File: config.mk
export PLATFORM = sky130hd
export DESIGN_NAME = jzjpcc_fetch
export DESIGN_NICKNAME = d
export VERILOG_FILES = /design/src/rtl/jzjpcc_pkg.sv /design/src/rtl/jzjpcc_pc_register.sv /design/src/rtl/jzjpcc_fetch.sv
export SDC_FILE = /design/constraint.sdc
export NUM_CORES = 1
export LEC_CHECK = 0
export ABC_AREA = 1
export ABC_CLOCK_PERIOD_IN_PS = 1600
export BUFFER_PORTS_ARGS = -buffer_cell sky130_fd_sc_hd__buf_4
export CORE_MARGIN = 2
export CORE_UTILIZATION = 47
export DETAILED_ROUTE_END_ITERATION = 6
export PLACE_DENSITY = 0.76
export SLEW_MARGIN = 5
export SYNTH_ARGS = -nofsm -noshare
export SYNTH_HDL_FRONTEND = slang
export SYNTH_SLANG_ARGS = --single-unit
File: constraint.sdc
create_clock -name clock -period 1.6 [get_ports clock]
set_clock_uncertainty 0.2 [all_clocks]
set_input_delay 0.4 -clock clock [delete_from_list [all_inputs] [get_ports clock]]
set_output_delay 0.4 -clock clock [all_outputs]
set_load 0.02 [all_outputs]
File: src/rtl/jzjpcc_pkg.sv
// Shared definitions for the jzjpcc core front end: the NOP encoding used
// for pipeline bubbles and the fetch control-mode enumeration.
package jzjpcc_pkg;

    // addi x0,x0,0 with the always-11 opcode bits [1:0] dropped.
    localparam logic [29:0] JZJPCC_NOP_UPPER = 30'h0000_0004;

    // Per-cycle fetch control mode, priority REDIRECT > STALL > NORMAL.
    typedef enum logic [1:0] {
        FETCH_NORMAL   = 2'd0,
        FETCH_STALL    = 2'd1,
        FETCH_REDIRECT = 2'd2
    } fetch_mode_e;

endpackage

File: src/rtl/jzjpcc_pc_register.sv
// Program counter of the jzjpcc fetch stage. Holds a word index and selects
// the next value from increment, hold or redirect target according to the
// fetch mode decided by jzjpcc_fetch.
module jzjpcc_pc_register
    import jzjpcc_pkg::*;
#(
    parameter int unsigned       PC_W     = 14,
    parameter logic [PC_W-1:0]   RESET_PC = {PC_W{1'b0}}
) (
    input  logic              clock,
    input  logic              reset,
    input  fetch_mode_e       mode_i,
    input  logic [PC_W-1:0]   target_i,
    output logic [PC_W-1:0]   pc_o
);

    logic [PC_W-1:0] pc_q;
    logic [PC_W-1:0] pc_d;

    // Next-PC mux; the increment wraps naturally at the word-index width.
    always_comb begin
        pc_d = pc_q;
        case (mode_i)
            FETCH_REDIRECT: pc_d = target_i;
            FETCH_STALL:    pc_d = pc_q;
            FETCH_NORMAL:   pc_d = pc_q + PC_W'(1);
            default:        pc_d = pc_q;
        endcase
    end

    // PC flop with asynchronous active-low reset to the reset vector.
    always_ff @(posedge clock or negedge reset) begin
        if (!reset) begin
            pc_q <= RESET_PC;
        end else begin
            pc_q <= pc_d;
        end
    end

    assign pc_o = pc_q;

endmodule

File: src/rtl/jzjpcc_fetch.sv
// Fetch stage of the jzjpcc 5-stage RV32I core. Drives the instruction
// memory word address from the PC and registers {instruction, PC, valid}
// into the fetch->decode pipeline register. A taken branch redirects the PC
// and squashes the wrong-path instruction into a NOP bubble; a stall holds
// the PC and the pipeline register.
// Optional: define JZJPCC_FETCH_PERF_EN to add the fetchCount counter port.
module jzjpcc_fetch
    import jzjpcc_pkg::*;
#(
    parameter int unsigned PC_MAX_B     = 15,
    parameter int unsigned RESET_VECTOR = 32'd0
) (
    input  logic                  clock,
    input  logic                  reset,
    output logic [PC_MAX_B-2:0]   imemAddress,
    input  logic [29:0]           imemData,
    input  logic                  stall_fetch,
    input  logic                  branchTaken,
    input  logic [PC_MAX_B-2:0]   branchTarget,
    output logic [29:0]           instruction_decode,
    output logic [PC_MAX_B-2:0]   currentPC_decode,
`ifdef JZJPCC_FETCH_PERF_EN
    output logic [31:0]           fetchCount,
`endif
    output logic                  valid_decode
);

    localparam int unsigned      PC_W     = PC_MAX_B - 1;
    localparam logic [PC_W-1:0]  RESET_PC = PC_W'(RESET_VECTOR);

    fetch_mode_e      mode_s;
    logic [PC_W-1:0]  pc_s;

    logic [29:0]      instr_q;
    logic [29:0]      instr_d;
    logic [PC_W-1:0]  dpc_q;
    logic [PC_W-1:0]  dpc_d;
    logic             valid_q;
    logic             valid_d;

    // Mode decode: a taken branch overrides a stall request.
    always_comb begin
        mode_s = FETCH_NORMAL;
        if (branchTaken) begin
            mode_s = FETCH_REDIRECT;
        end else if (stall_fetch) begin
            mode_s = FETCH_STALL;
        end else begin
            mode_s = FETCH_NORMAL;
        end
    end

    jzjpcc_pc_register #(
        .PC_W     (PC_W),
        .RESET_PC (RESET_PC)
    ) u_pc_register (
        .clock    (clock),
        .reset    (reset),
        .mode_i   (mode_s),
        .target_i (branchTarget),
        .pc_o     (pc_s)
    );

    assign imemAddress = pc_s;

    // Fetch->decode register next state: load, hold, or inject a bubble.
    always_comb begin
        instr_d = instr_q;
        dpc_d   = dpc_q;
        valid_d = valid_q;
        case (mode_s)
            FETCH_REDIRECT: begin
                instr_d = JZJPCC_NOP_UPPER;
                dpc_d   = pc_s;
                valid_d = 1'b0;
            end
            FETCH_STALL: begin
                instr_d = instr_q;
                dpc_d   = dpc_q;
                valid_d = valid_q;
            end
            FETCH_NORMAL: begin
                instr_d = imemData;
                dpc_d   = pc_s;
                valid_d = 1'b1;
            end
            default: begin
                instr_d = instr_q;
                dpc_d   = dpc_q;
                valid_d = valid_q;
            end
        endcase
    end

    // Fetch->decode register; reset presents a NOP bubble at the reset PC.
    always_ff @(posedge clock or negedge reset) begin
        if (!reset) begin
            instr_q <= JZJPCC_NOP_UPPER;
            dpc_q   <= RESET_PC;
            valid_q <= 1'b0;
        end else begin
            instr_q <= instr_d;
            dpc_q   <= dpc_d;
            valid_q <= valid_d;
        end
    end

    assign instruction_decode = instr_q;
    assign currentPC_decode   = dpc_q;
    assign valid_decode       = valid_q;

`ifdef JZJPCC_FETCH_PERF_EN
    logic [31:0] count_q;
    logic [31:0] count_d;

    // Count only edges that load a real instruction into decode.
    always_comb begin
        if (mode_s == FETCH_NORMAL) begin
            count_d = count_q + 32'd1;
        end else begin
            count_d = count_q;
        end
    end

    // Performance counter register, wraps at 2^32.
    always_ff @(posedge clock or negedge reset) begin
        if (!reset) begin
            count_q <= 32'd0;
        end else begin
            count_q <= count_d;
        end
    end

    assign fetchCount = count_q;
`endif

endmodule

==> results.yml <==
power_and_ir_drop:
  power_mw: 3.91
  vdd_drop_max_uv: 639
  power.leakage_nw: 1.87
  p_per_area_nw_per_um2: 1070
clock_tree:
  cts_buffers: 9
  clock_latency_ns: 0.34
  cts_tree: "yes"
  path_clk_slew_ns: 0.06
  cts-root-buf: "clkbuf_8"
  h-tree-depth: 3
  clk_path_buf_depth: 2
  cts.sinks: 59
synth:
  syn_nets: 303
  ys_warn_count: 0
  syn_inst: 254
  synth-seq-area-share: 0.582
  synth-seq-cells: 59
  synth.distinct_cells: 27
  mappedNetlistArea_um2: 2540
  syn_avg_cell_area_um2: 9.99
worst_setup_path:
  cp-start-kind: "register"
  crit_type: "register to primary output"
  crit_arrival_ns: 1.01
  worstReg2RegStart: "u_pc_register.pc_o[0]"
  cp-end-kind: "primary output"
  cp_slowest_stage_delay_ns: 0.42
  cp_common_cell: "buf_6"
  path_cells: "buf_6, buf_6"
  reg2reg_depth: 6
  cp_slowest_cell: "dfrtp_1"
  critPathMaxFanout: 4
  ff2ff_setup_slack_ns: 0.13
  crit_required_ns: 1.00
  r2r_end: "u_pc_register.pc_o[10]"
drt:
  drt-total-wl_um: 6490
  dr.first_iter.drc_count: 95
  drt-wirelength-per-cell_um: 14.6
  avgViaCountPerCell: 5.12
  ant_nets: 0
  via_count: 2269
  drt_pass1_iterations: 5
  drc: 0
grt:
  met1_usage: 0.313
  use_met3: 0.0581
  grt_max_degree: 41
  antenna_found_initial: 0
  grt_pass1_vias: 2132
  grt_pass1_wl_um: 10600
  overflow: 0
  grt-busiest-layer: "met2"
  use_met2: 0.339
  grt_use_total: 0.225
placement:
  place_congestion: 0.846
  dp.cells: 425
  port_buffers: 106
  place_area_um2: 3420
  dp_hpwl_um: 4640
timing:
  setup_violations: 1
  worst_slew_pin_slew_ns: 0.351
  max_freq_mhz: 621
  slew_headroom: 0.766
  min_period_over_period: 1.01
  hold_violations: 0
  hold-worst-slack_ns: 0.0681
  period_minus_slack_ns: 1.61
  setup_slack_ns: -0.0107
  drv_slew: 0
  rsz0062_at_grt: "yes"
cells_and_area:
  final_cells: 443
  layout.nets: 417
  area_growth_pct: 44.3
  fillers: 401
  drive_gt1_frac: 0.381
  diodes: 0
  utilization: 0.708
  fin_area_um2: 3660
min_path:
  hold_end: "u_pc_register.pc_o[0]"
  hold_path_class: "primary input to register"
  min_from: "branchTarget[0]"
  hold_depth: 3
die:
  die_x_um: 77.5
  core_area_um2: 5170
  num_rows: 26
  io_pins: 107
  die_h_um: 77.5
  start_util: 0.491
  die_area_um2: 6010
run_status:
  outcome: "finished, violations left"
  violations: "setup timing"
run:
  drv_cap: 0
## worst max-delay path by stage
stage	from	endpoint	slack [ns]
2_1_floorplan	u_pc_register.pc_o[0]	u_pc_register.pc_o[10]	0.01
3_5_place_dp	u_pc_register.pc_o[0]	u_pc_register.pc_o[10]	0.04
4_1_cts	u_pc_register.pc_o[0]	imemAddress[0]	-0.02
3_3_place_gp	u_pc_register.pc_o[0]	u_pc_register.pc_o[10]	0.10
6_report	u_pc_register.pc_o[0]	imemAddress[0]	-0.01
5_1_grt	u_pc_register.pc_o[0]	imemAddress[0]	-0.04
## worst max-delay path: cells and delay by family (launching register included)
family   cells  cell delay (ns)
flops        1             0.42
buf+inv      2             0.26
## where the power goes
part / switching (mW) / internal, mW
clock: 0.576 / 0.753
combinational: 0.466 / 0.381
sequential: 0.105 / 1.63
## cells in the mapped netlist
cell	number	share of area
nand2_1	60	0.089
dfrtp_1	58	0.57
a22o_1	29	0.10
inv_1	21	0.031
o21ai_0	20	0.039
nand3_1	14	0.028
nor2_1	8	0.012
o21ai_1	7	0.014
buf_2	6	0.012
o211ai_1	6	0.018
buf_6	4	0.018
nand4_1	4	0.0099
buf_4	2	0.0059
inv_2	2	0.0030
a22oi_1	1	0.0030
clkbuf_2	1	0.0020
dfstp_2	1	0.010
ha_1	1	0.0049
nand2_2	1	0.0025
nand2_4	1	0.0044
nor2_2	1	0.0025
nor2_4	1	0.0044
nor3_1	1	0.0020
nor3_2	1	0.0039
o21bai_1	1	0.0030
o221ai_1	1	0.0035
o22a_1	1	0.0035
## flip-flops by register name (all words and copies together) (netlist names)
register and cells:
currentPC_decode 14, valid_decode 1, instruction_decode 30, u_pc_register.pc_o 14
## final cells by class
class | count | area (µm²) | share of cell area
clock inverter | 5 | 52.6 | 0.0143
sequential | 59 | 1480 | 0.404
inverter | 23 | 86.3 | 0.0236
clock buffer | 11 | 141 | 0.0386
multi-input combinational | 159 | 893 | 0.244
timing repair buffer | 116 | 922 | 0.252
tap | 70 | 87.6 | 0.0239
## placed cells by master, fill, tap and decap left out, drive strengths merged, types with 2 or more instances in the layout
| cell type | netlist | final |
|---|---|---|
| a22o | 29 | 29 |
| buf | 12 | 115 |
| clkbuf | 1 | 11 |
| clkinv | 0 | 3 |
| dfrtp | 58 | 58 |
| inv | 23 | 23 |
| nand2 | 62 | 62 |
| nand3 | 14 | 14 |
| nand4 | 4 | 4 |
| nor2 | 10 | 10 |
| nor3 | 2 | 2 |
| o211ai | 6 | 6 |
| o21ai | 27 | 27 |
## timing repair
| action | in CTS | in global routing |
|---|---|---|
| hold endpoints to repair | 26 | 0 |
| gates resized for setup | 3 | 5 |
| cloned | 0 | 0 |
| setup endpoints to repair | 2 | 10 |
| buffers inserted | 0 | 1 |
| pin swaps | 0 | 1 |
| hold buffers | 1 | 0 |
## cells by family after synthesis
logic type,Yosys count,synth area share
buffers and inverters,36,0.0715
flip-flops,59,0.582
AND/OR/NAND/NOR,92,0.158
AO/OA/AOI/OAI,66,0.184
adder cells (fa/ha/maj),1,0.00493
## routing by layer
metal | routed length (µm) | vias up
li1 | - | 1102
met1 | 2950 | 1066
met2 | 2990 | 92
met3 | 465 | 9
met4 | 78 | 0
met5 | 0 | -
## stage by stage
step           setup TNS [ns]  worst slack (ns)
5_1_grt               -0.0599           -0.0405
3_3_place_gp                0             0.104
6_report              -0.0107           -0.0107
4_1_cts               -0.0251           -0.0238
3_5_place_dp                0            0.0402
2_1_floorplan               0            0.0101
Power figures use the tool's default switching activity.
